File: src/rtl/seg7_pkg.sv
// Shared definitions for the multiplexed 7-segment scanner: hex decode,
// brightness default and the width helper for the digit index.
package seg7_pkg;

   localparam logic [3:0] BRIGHT_FULL = 4'hF;

   // Active-low {dp,g,f,e,d,c,b,a}; dp is always off here and is applied by the caller.
   function automatic logic [7:0] hex2seg(input logic [3:0] nib);
      logic [7:0] pat;
      case (nib)
         4'h0: pat = 8'hC0;
         4'h1: pat = 8'hF9;
         4'h2: pat = 8'hA4;
         4'h3: pat = 8'hB0;
         4'h4: pat = 8'h99;
         4'h5: pat = 8'h92;
         4'h6: pat = 8'h82;
         4'h7: pat = 8'hF8;
         4'h8: pat = 8'h80;
         4'h9: pat = 8'h90;
         4'hA: pat = 8'h88;
         4'hB: pat = 8'h83;
         4'hC: pat = 8'hC6;
         4'hD: pat = 8'hA1;
         4'hE: pat = 8'h86;
         default: pat = 8'h8E;
      endcase
      return pat;
   endfunction

   // Never returns less than 1 so a single-digit build still has an index bit.
   function automatic int clog2(input int v);
      int r;
      r = 1;
      while ((1 << r) < v) r = r + 1;
      return r;
   endfunction

endpackage

File: src/rtl/seg7_scan_timer.sv
// Slot counter and digit index for the scanner; exposes the brightness phase,
// the anti-ghost guard window and a slot-start marker.
module seg7_scan_timer
   import seg7_pkg::*;
#(
   parameter int NUM_DIGITS = 8,
   parameter int SCAN_W     = 15,
   parameter int GUARD_CYC  = 64,
   parameter int IDX_W      = 3
) (
   input  logic             clk,
   input  logic             reset,
   output logic [IDX_W-1:0] idx_o,
   output logic [3:0]       phase_o,
   output logic             in_guard_o,
   output logic             slot_start_o
);

   localparam logic [SCAN_W-1:0] CNT_MAX  = '1;
   localparam logic [SCAN_W-1:0] GUARD_V  = SCAN_W'(GUARD_CYC);
   localparam logic [IDX_W-1:0]  IDX_LAST = IDX_W'(NUM_DIGITS - 1);

   logic [SCAN_W-1:0] cnt_q, cnt_d;
   logic [IDX_W-1:0]  idx_q, idx_d;

   always_comb begin
      cnt_d = cnt_q + SCAN_W'(1);
      idx_d = idx_q;
      // Explicit last-digit compare so non-power-of-2 digit counts wrap cleanly.
      if (cnt_q == CNT_MAX) begin
         idx_d = (idx_q == IDX_LAST) ? '0 : idx_q + IDX_W'(1);
      end
   end

   always_ff @(posedge clk) begin
      if (reset) begin
         cnt_q <= '0;
         idx_q <= '0;
      end else begin
         cnt_q <= cnt_d;
         idx_q <= idx_d;
      end
   end

   assign idx_o        = idx_q;
   assign phase_o      = cnt_q[SCAN_W-1 -: 4];
   assign in_guard_o   = (cnt_q < GUARD_V);
   assign slot_start_o = (cnt_q == '0);

endmodule

File: src/rtl/seg7_scan_ctrl.sv
// Multiplexed 7-segment controller: shadow registers, brightness PWM, blanking,
// decode and registered segment/select outputs. Define SEG7_LZS_EN for leading-zero suppression.
module seg7_scan_ctrl
   import seg7_pkg::*;
#(
   parameter int NUM_DIGITS = 8,
   parameter int SCAN_W     = 15,
   parameter int GUARD_CYC  = 64,
   parameter int ACTIVE_LOW = 1
) (
   input  logic                    clk,
   input  logic                    reset,
   input  logic                    cs,
   input  logic [4*NUM_DIGITS-1:0] iData,
   input  logic [NUM_DIGITS-1:0]   iDp,
   input  logic [NUM_DIGITS-1:0]   iBlank,
   input  logic [3:0]              iBright,
   output logic [7:0]              oSeg,
   output logic [NUM_DIGITS-1:0]   oSel
);

   localparam int IDX_W = clog2(NUM_DIGITS);
   localparam logic [7:0]            SEG_OFF = (ACTIVE_LOW != 0) ? 8'hFF : 8'h00;
   localparam logic [NUM_DIGITS-1:0] SEL_OFF = (ACTIVE_LOW != 0) ? '1 : '0;

   logic [IDX_W-1:0] idx;
   logic [3:0]       phase;
   logic             in_guard, slot_start;

   seg7_scan_timer #(
      .NUM_DIGITS (NUM_DIGITS),
      .SCAN_W     (SCAN_W),
      .GUARD_CYC  (GUARD_CYC),
      .IDX_W      (IDX_W)
   ) u_timer (
      .clk          (clk),
      .reset        (reset),
      .idx_o        (idx),
      .phase_o      (phase),
      .in_guard_o   (in_guard),
      .slot_start_o (slot_start)
   );

   logic [4*NUM_DIGITS-1:0] data_q, data_d;
   logic [NUM_DIGITS-1:0]   dp_q, dp_d, blank_q, blank_d;
   logic [3:0]              bright_sh_q, bright_sh_d, bright_act_q, bright_act_d;
   logic [7:0]              seg_q, seg_d;
   logic [NUM_DIGITS-1:0]   sel_q, sel_d;
   logic [NUM_DIGITS-1:0]   supp;

`ifdef SEG7_LZS_EN
   logic zero_above;
   always_comb begin
      supp       = '0;
      zero_above = 1'b1;
      for (int k = NUM_DIGITS - 1; k >= 1; k--) begin
         zero_above = zero_above && (data_q[4*k +: 4] == 4'h0);
         supp[k]    = zero_above;
      end
   end
`else
   assign supp = '0;
`endif

   logic [3:0]            nib;
   logic [7:0]            pat;
   logic                  dp_on, lit;
   logic [NUM_DIGITS-1:0] sel_on;

   always_comb begin
      data_d       = cs ? iData   : data_q;
      dp_d         = cs ? iDp     : dp_q;
      blank_d      = cs ? iBlank  : blank_q;
      bright_sh_d  = cs ? iBright : bright_sh_q;
      // Active brightness only changes at a slot boundary so a slot never sees two duties.
      bright_act_d = slot_start ? bright_sh_q : bright_act_q;

      nib    = data_q[{idx, 2'b00} +: 4];
      dp_on  = dp_q[idx];
      pat    = supp[idx] ? 8'hFF : hex2seg(nib);
      if (dp_on) pat[7] = 1'b0;
      lit    = !in_guard && (phase <= bright_act_q) && !blank_q[idx] && (!supp[idx] || dp_on);
      sel_on = NUM_DIGITS'(1) << idx;

      seg_d = SEG_OFF;
      sel_d = SEL_OFF;
      if (lit) begin
         seg_d = (ACTIVE_LOW != 0) ? pat : ~pat;
         sel_d = (ACTIVE_LOW != 0) ? ~sel_on : sel_on;
      end
   end

   always_ff @(posedge clk) begin
      if (reset) begin
         data_q       <= '0;
         dp_q         <= '0;
         blank_q      <= '0;
         bright_sh_q  <= BRIGHT_FULL;
         bright_act_q <= BRIGHT_FULL;
         seg_q        <= SEG_OFF;
         sel_q        <= SEL_OFF;
      end else begin
         data_q       <= data_d;
         dp_q         <= dp_d;
         blank_q      <= blank_d;
         bright_sh_q  <= bright_sh_d;
         bright_act_q <= bright_act_d;
         seg_q        <= seg_d;
         sel_q        <= sel_d;
      end
   end

   assign oSeg = seg_q;
   assign oSel = sel_q;

endmodule

File: config.mk
export PLATFORM = sky130hd
export DESIGN_NAME = seg7_scan_ctrl
export DESIGN_NICKNAME = d
export VERILOG_FILES = /design/src/rtl/seg7_pkg.sv /design/src/rtl/seg7_scan_timer.sv /design/src/rtl/seg7_scan_ctrl.sv
export SDC_FILE = /design/constraint.sdc
export NUM_CORES = 1
export LEC_CHECK = 0
export BUFFER_PORTS_ARGS = -buffer_cell sky130_fd_sc_hd__buf_4
export CORE_MARGIN = 3
export CORE_UTILIZATION = 45
export CTS_CLUSTER_DIAMETER = 100
export DETAILED_ROUTE_END_ITERATION = 16
export GPL_TIMING_DRIVEN = 0
export PLACE_DENSITY = 0.74
export SETUP_SLACK_MARGIN = 0.2
export SYNTH_ARGS = -nofsm -noshare
export SYNTH_HDL_FRONTEND = slang
export SYNTH_HIERARCHICAL = 1
export SYNTH_SLANG_ARGS = --single-unit
File: constraint.sdc
create_clock -name clk -period 2.86 [get_ports clk]
set_clock_uncertainty 0.15 [all_clocks]
set_input_delay 0.143 -clock clk [delete_from_list [all_inputs] [get_ports clk]]
set_output_delay 0.143 -clock clk [all_outputs]
set_load 0.01 [all_outputs]
# [Word level (Yosys, flattened, before mapping)]
# Memory sizes are Yosys's and may differ from the RTL's. A register that Yosys moved wholly into a read port is not among the register bits.
# Cells that the tools add are included.
# W data, S select, Z words.
[classes] n_reduce_logical=10 n_div=0 shifts=2 bitwise=2 addsub=2 eq_ne=2 n_lt_le_gt_ge=3 muxes=10 multipliers=0
[ops] cell="$shiftx A32 B6 Y4" n=1
[ops] cell="$add A15 B1 Y15 const B" n=1
[ops] cell="$eq A15 B15 Y1 const B" n=1
[ops] cell="$logic_not A15 Y1" n=1
[ops] cell="$lt A15 B7 Y1 const B" n=1
[ops] cell="$mux W3" n=3
[ops] cell="$mux W8" n=1
[ops] cell="$not A8 Y8" n=1
[ops] cell="$shl A1 B3 Y8 const A" n=1
[ops] cell="$bmux W1 S3" n=2
[ops] cell="$le A4 B4 Y1" n=1
[ops] cell="$lt A3 B4 Y1 const B" n=1
[ops] cell="$mux W1" n=4
[ops] cell="$add A3 B1 Y3 const B" n=1
[ops] cell="$eq A3 B3 Y1 const B" n=1
[ops] cell="$logic_and A1 B1 Y1" n=3
[ops] cell="$logic_not A1 Y1" n=3
[ops] cell="$reduce_or A3 Y1" n=1
[ops] cell="$reduce_or A2 Y1" n=1
[ops] cell="$logic_or A1 B1 Y1" n=1
[ops] cell="$not A1 Y1" n=1
[totals] ff_bits=90 romBits=120 output_inout_bits=16 latchBits=0 ram_bits=0 n_memories=2
[memory_table] name="(name not given)" depth=16 word_bits=7 rd=1 rd_ports_with_merged_regs=0 wr=0 line_no="seg7_pkg.sv:10" rtl="case (nib)"
[memory_table] name="(name not given)" depth=8 word_bits=1 rd=1 rd_ports_with_merged_regs=1 wr=0 line_no="seg7_scan_ctrl.sv:82" rtl="lit = !in_guard && (phase <= bright_act_q) && !blank_q[idx] && (!supp[idx] || dp_on);"

# [Longest topological paths before layout]
[depth] word_depth=7 ltp_mapped=10 ltp_nobuf=8

# [Hierarchy]
# Netlist, hierarchy kept.
[by_module_without_submodules] mod="seg7_scan_ctrl" instances=1 area_per_inst_um2=3181.8 cells_each=301
[by_module_without_submodules] mod="seg7_scan_timer" instances=1 area_per_inst_um2=950.9 cells_each=106

# [Worst setup path before layout]
# No wires, ideal clock.
[synth_path] path_kind="register -> register" startpoint="register u_timer.idx_q[0], in the netlist u_timer/idx_o[0]" endpoint="register seg_q[3], in the netlist oSeg[3]" stages_incl_launch_ff=10 n_path_buf=2 arrival_ns=2.352 synth_period_minus_slack_ns=2.639 path_slack_ns=0.221 setup_ns=0.137 cell_sequence="dfxtp_1 > buf_6 > buf_2 > mux4_2 > mux2i_1 > inv_1 > ha_1 > mux2_2 > mux2i_1 > nand3_1"
[synth_between] elab_chain_cells=7 elab_cells_between_ends=12 classes_between="shift: 1; mux: 4; bitwise: 1; reduce/logical: 5; memory: 1"
[synth_lines] item="from (decl)" line_no="seg7_scan_timer.sv:24" rtl="logic [IDX_W-1:0] idx_q, idx_d;"
[synth_lines] item="from (signal assigned)" line_no="seg7_scan_timer.sv:41" rtl="idx_q <= idx_d;"
[synth_lines] item="parallel branches: the longest is 7 deep, another holds $mem_v2 Z16 W7"
[synth_lines] item="to (signal assigned)" line_no="seg7_scan_ctrl.sv:108" rtl="seg_q <= seg_d;"
[synth_lines] item="to (decl)" line_no="seg7_scan_ctrl.sv:47" rtl="logic [7:0] seg_q, seg_d;"
# Parallel ways; which one is timed is not known. The select of a mux whose other input is x is not followed.
# A chain may end at the register's enable or synchronous reset.

# [Final worst setup path]
[layout_path] startpoint="register u_timer.idx_q[0], in the netlist u_timer/idx_o[0]" endpoint="register seg_q[5], in the netlist oSeg[5]"
# The elaborated chain is that of the path after synthesis.

==> run summary <==
Synth Area in Compound Gates: 0.05359
Cell Area, Synth: 4133 sq um
First-pass GRT wire length: 15950 um
Crit-path max cell delay: 0.54 ns
Most Crowded Layer GR: met2
Cell Area, Placed: 4786 sq um
Main area contributors after synthesis: dfxtp_1 (44%), mux2i_1 (15%), nor2_1 (5.5%)
CTS tree: yes
Min cycle time layout: 2.537 ns
Largest family of logic cells by synthesized area: multiplexers
Top_reg_cell synth: dfxtp_1
Post-synth net total: 476
Clock sinks: 90
Post-synthesis sequential area ratio: 0.4360
Synthesized area per cell: 10.15 sq um
Initial antenna violation count: 0
Core area: 8806 sq um
Die Footprint: 10370 sq um
Worst skew pair latency: 0.37 ns
Worst Path Max Fanout: 10
Area leader, netlist: dfxtp_1
Top-count cell post-synth: dfxtp_1
Initial core utilization: 0.4693
Root buffer cell: clkbuf_8
Final #Nets: 615
Mux cell area share after synthesis: 0.2361
Post-synth top cells: dfxtp_1 (90), mux2i_1 (63), nor2_1 (61)
Syn-to-layout area delta: 34.85%
Max Fclk: 0.3942 GHz
Post-Synth Simple-Gate Area: 0.1750
Clock buffer depth: 2
Reg clk slew, reported paths: 0.08 ns
Cells after Synth: 407
H-tree levels: 3
CP max stage cell: mux4_2
Number of enable flip-flop cells after synthesis: 0
Worst slew pin tran: 0.8384 ns
Drt first pass iters: 4
Slew Limit Fails: 0
Routed vias/inst: 5.226
Outcome: completed
Fillers: 733
Cell variety after synth: 45
Peak VDD IR: 0.2657 mV
RD Place Congestion: 0.8486
Crit share post-route: 0.8870
CP Launch Type: flip-flop
P_leak: 2.415 nW
Yosys top cell area share: 0.4360
CP arrival: 2.61 ns
Rows: 34
M1 GR Usage: 0.2615
Post-route cell area: 5573 sq um
Total number of yosys warnings: 6
Worst hold path class: input port to flip-flop
Routed WL: 10100 um
Vias: 3444
CP cell instances: buf_8 -> buf_8 -> mux4_2 -> mux2i_4 -> inv_1 -> ha_1 -> inv_1 -> o2111ai_1 -> o211ai_1 -> nand4_1
Final Hold Fails: 0
Die H: 101.8 um
Layout cell share with drive strength beyond 1: 0.2305
DR WL/cell: 15.33 um
Vias in the first global route: 3414
Met2 Usage GRT: 0.3249
Initial drt markers: 143
Die Wd: 101.8 um
Synth Area in XOR/XNOR: 0.006358
# DRC: 0
Cell Pwr Density: 439.1 nW/um^2
Num ports: 71
Endpoints failing setup: 0
Yosys reg bits: 90
GRT Util Overall: 0.1971
PortBufs: 69
GR Util met3: 0.04027
RSZ-0062 raised after global routing: no
Cts bufs inserted: 9
Max-cap violation count: 0
Asr flop ratio synth: 0
Max_slew headroom: 0.4411
ANT nets after route: 0
Grt total ovfl: 0
Largest net degree at the start of global routing: 16
Final core utilization: 0.6329
Endpoint class of the critical path: flip-flop
Worst Path Required: 2.93 ns
Kind of critical path: flip-flop to flip-flop
Ant diodes: 0
Adder-cell share of the synthesized area: 0.04239
HPWL Detailed: 6938 um
## critical path: cells and delay by family, from the launching register on
kind | cells | cell delay (ns)
fa+ha+maj | 1 | 0.22
simple gates | 1 | 0.13
flops | 1 | 0.37
buf+inv | 4 | 0.55
mux | 2 | 0.73
compound gates | 2 | 0.25
## through the flow
step | hold WS, ns | std cells | worst slack [ns] | TNS (ns) | total power [mW]
finish | 0.1201 | 659 | 0.3231 | 0 | 2.447
global route | 0.1387 | 659 | 0.1862 | 0 | 2.538
CTS | 0.1042 | 654 | 0.2187 | 0 | 2.465
detailed placement | 0.2157 | 584 | -0.2883 | -0.9603 | 1.630
global placement | 0.2108 | 584 | -0.3014 | -1.004 | 1.620
floorplan | 0.1214 | 407 | 0.2207 | 0 | 1.520
## cells by family after synthesis
family / count (synthesis)
xor+xnor: 3
simple gates: 144
mux: 83
buf+inv: 44
flops: 90
fa+ha+maj: 14
compound gates: 29
## placed cells by master, fill, tap and decap left out, types with 7 or more instances in the layout
master,n
buf_4,81
clkbuf_1,15
clkbuf_8,9
dfxtp_1,89
dlygate4sd3_1,53
ha_1,14
inv_1,14
mux2_2,7
mux2i_1,62
mux4_2,8
nand2_1,22
nand3_1,9
nand4_1,14
nor2_1,61
nor2b_1,10
## state kept, by name, summed over array words and instances, names as in the netlist
register and flops:
blank_q 8, bright_act_q 4, bright_sh_q 4, data_q 32
dp_q 8, oSeg 8, oSel 8, u_timer/cnt_q 15
u_timer/idx_o 3
## where the power goes
part / leakage, nW / switching, mW / internal (mW)
clock network: 0.0827 / 0.461 / 0.317
registers: 0.738 / 0.0272 / 1.31
logic: 1.59 / 0.147 / 0.189
## layer usage
metal / vias to the layer above / share of wire
met5: - / 0
met4: 0 / 0.014
met3: 13 / 0.057
met2: 103 / 0.49
met1: 1625 / 0.44
li1: 1703 / -
## final timing paths
kind                                                    start                     endpoint  slack, ns  cells past startpoint
worst max-delay path            u_timer/idx_o[0]$_SDFFE_PP0N_           oSeg[5]$_SDFF_PP1_       0.32                     10
worst min-delay path                                       cs       data_q[5]$_SDFFE_PP0P_       0.12                      3
worst max register to register  u_timer/idx_o[0]$_SDFFE_PP0N_           oSeg[5]$_SDFF_PP1_       0.32                     10
worst min register to register    u_timer/cnt_q[0]$_SDFF_PP0_  u_timer/cnt_q[0]$_SDFF_PP0_       0.33                      1
## final cells by class
type,instances,area (sq um),area share
Multi-Input combinational cell,273,2138,0.3837
Tap cell,108,135.1,0.02425
Clock inverter,6,42.54,0.007634
Sequential cell,90,1803,0.3235
Clock buffer,10,127.6,0.02290
Inverter,15,60.06,0.01078
Buffer,29,172.7,0.03098
Timing Repair Buffer,128,1094,0.1962
## timing repair
action / 4_1_cts / 5_1_grt
setup endpoints to repair: 7 / 10
hold endpoints to repair: 53 / 0
setup buffers: 1 / 5
cloned: 0 / 0
hold buffers: 53 / 0
gates resized for setup: 5 / 9
Power figures use the tool's default switching activity.
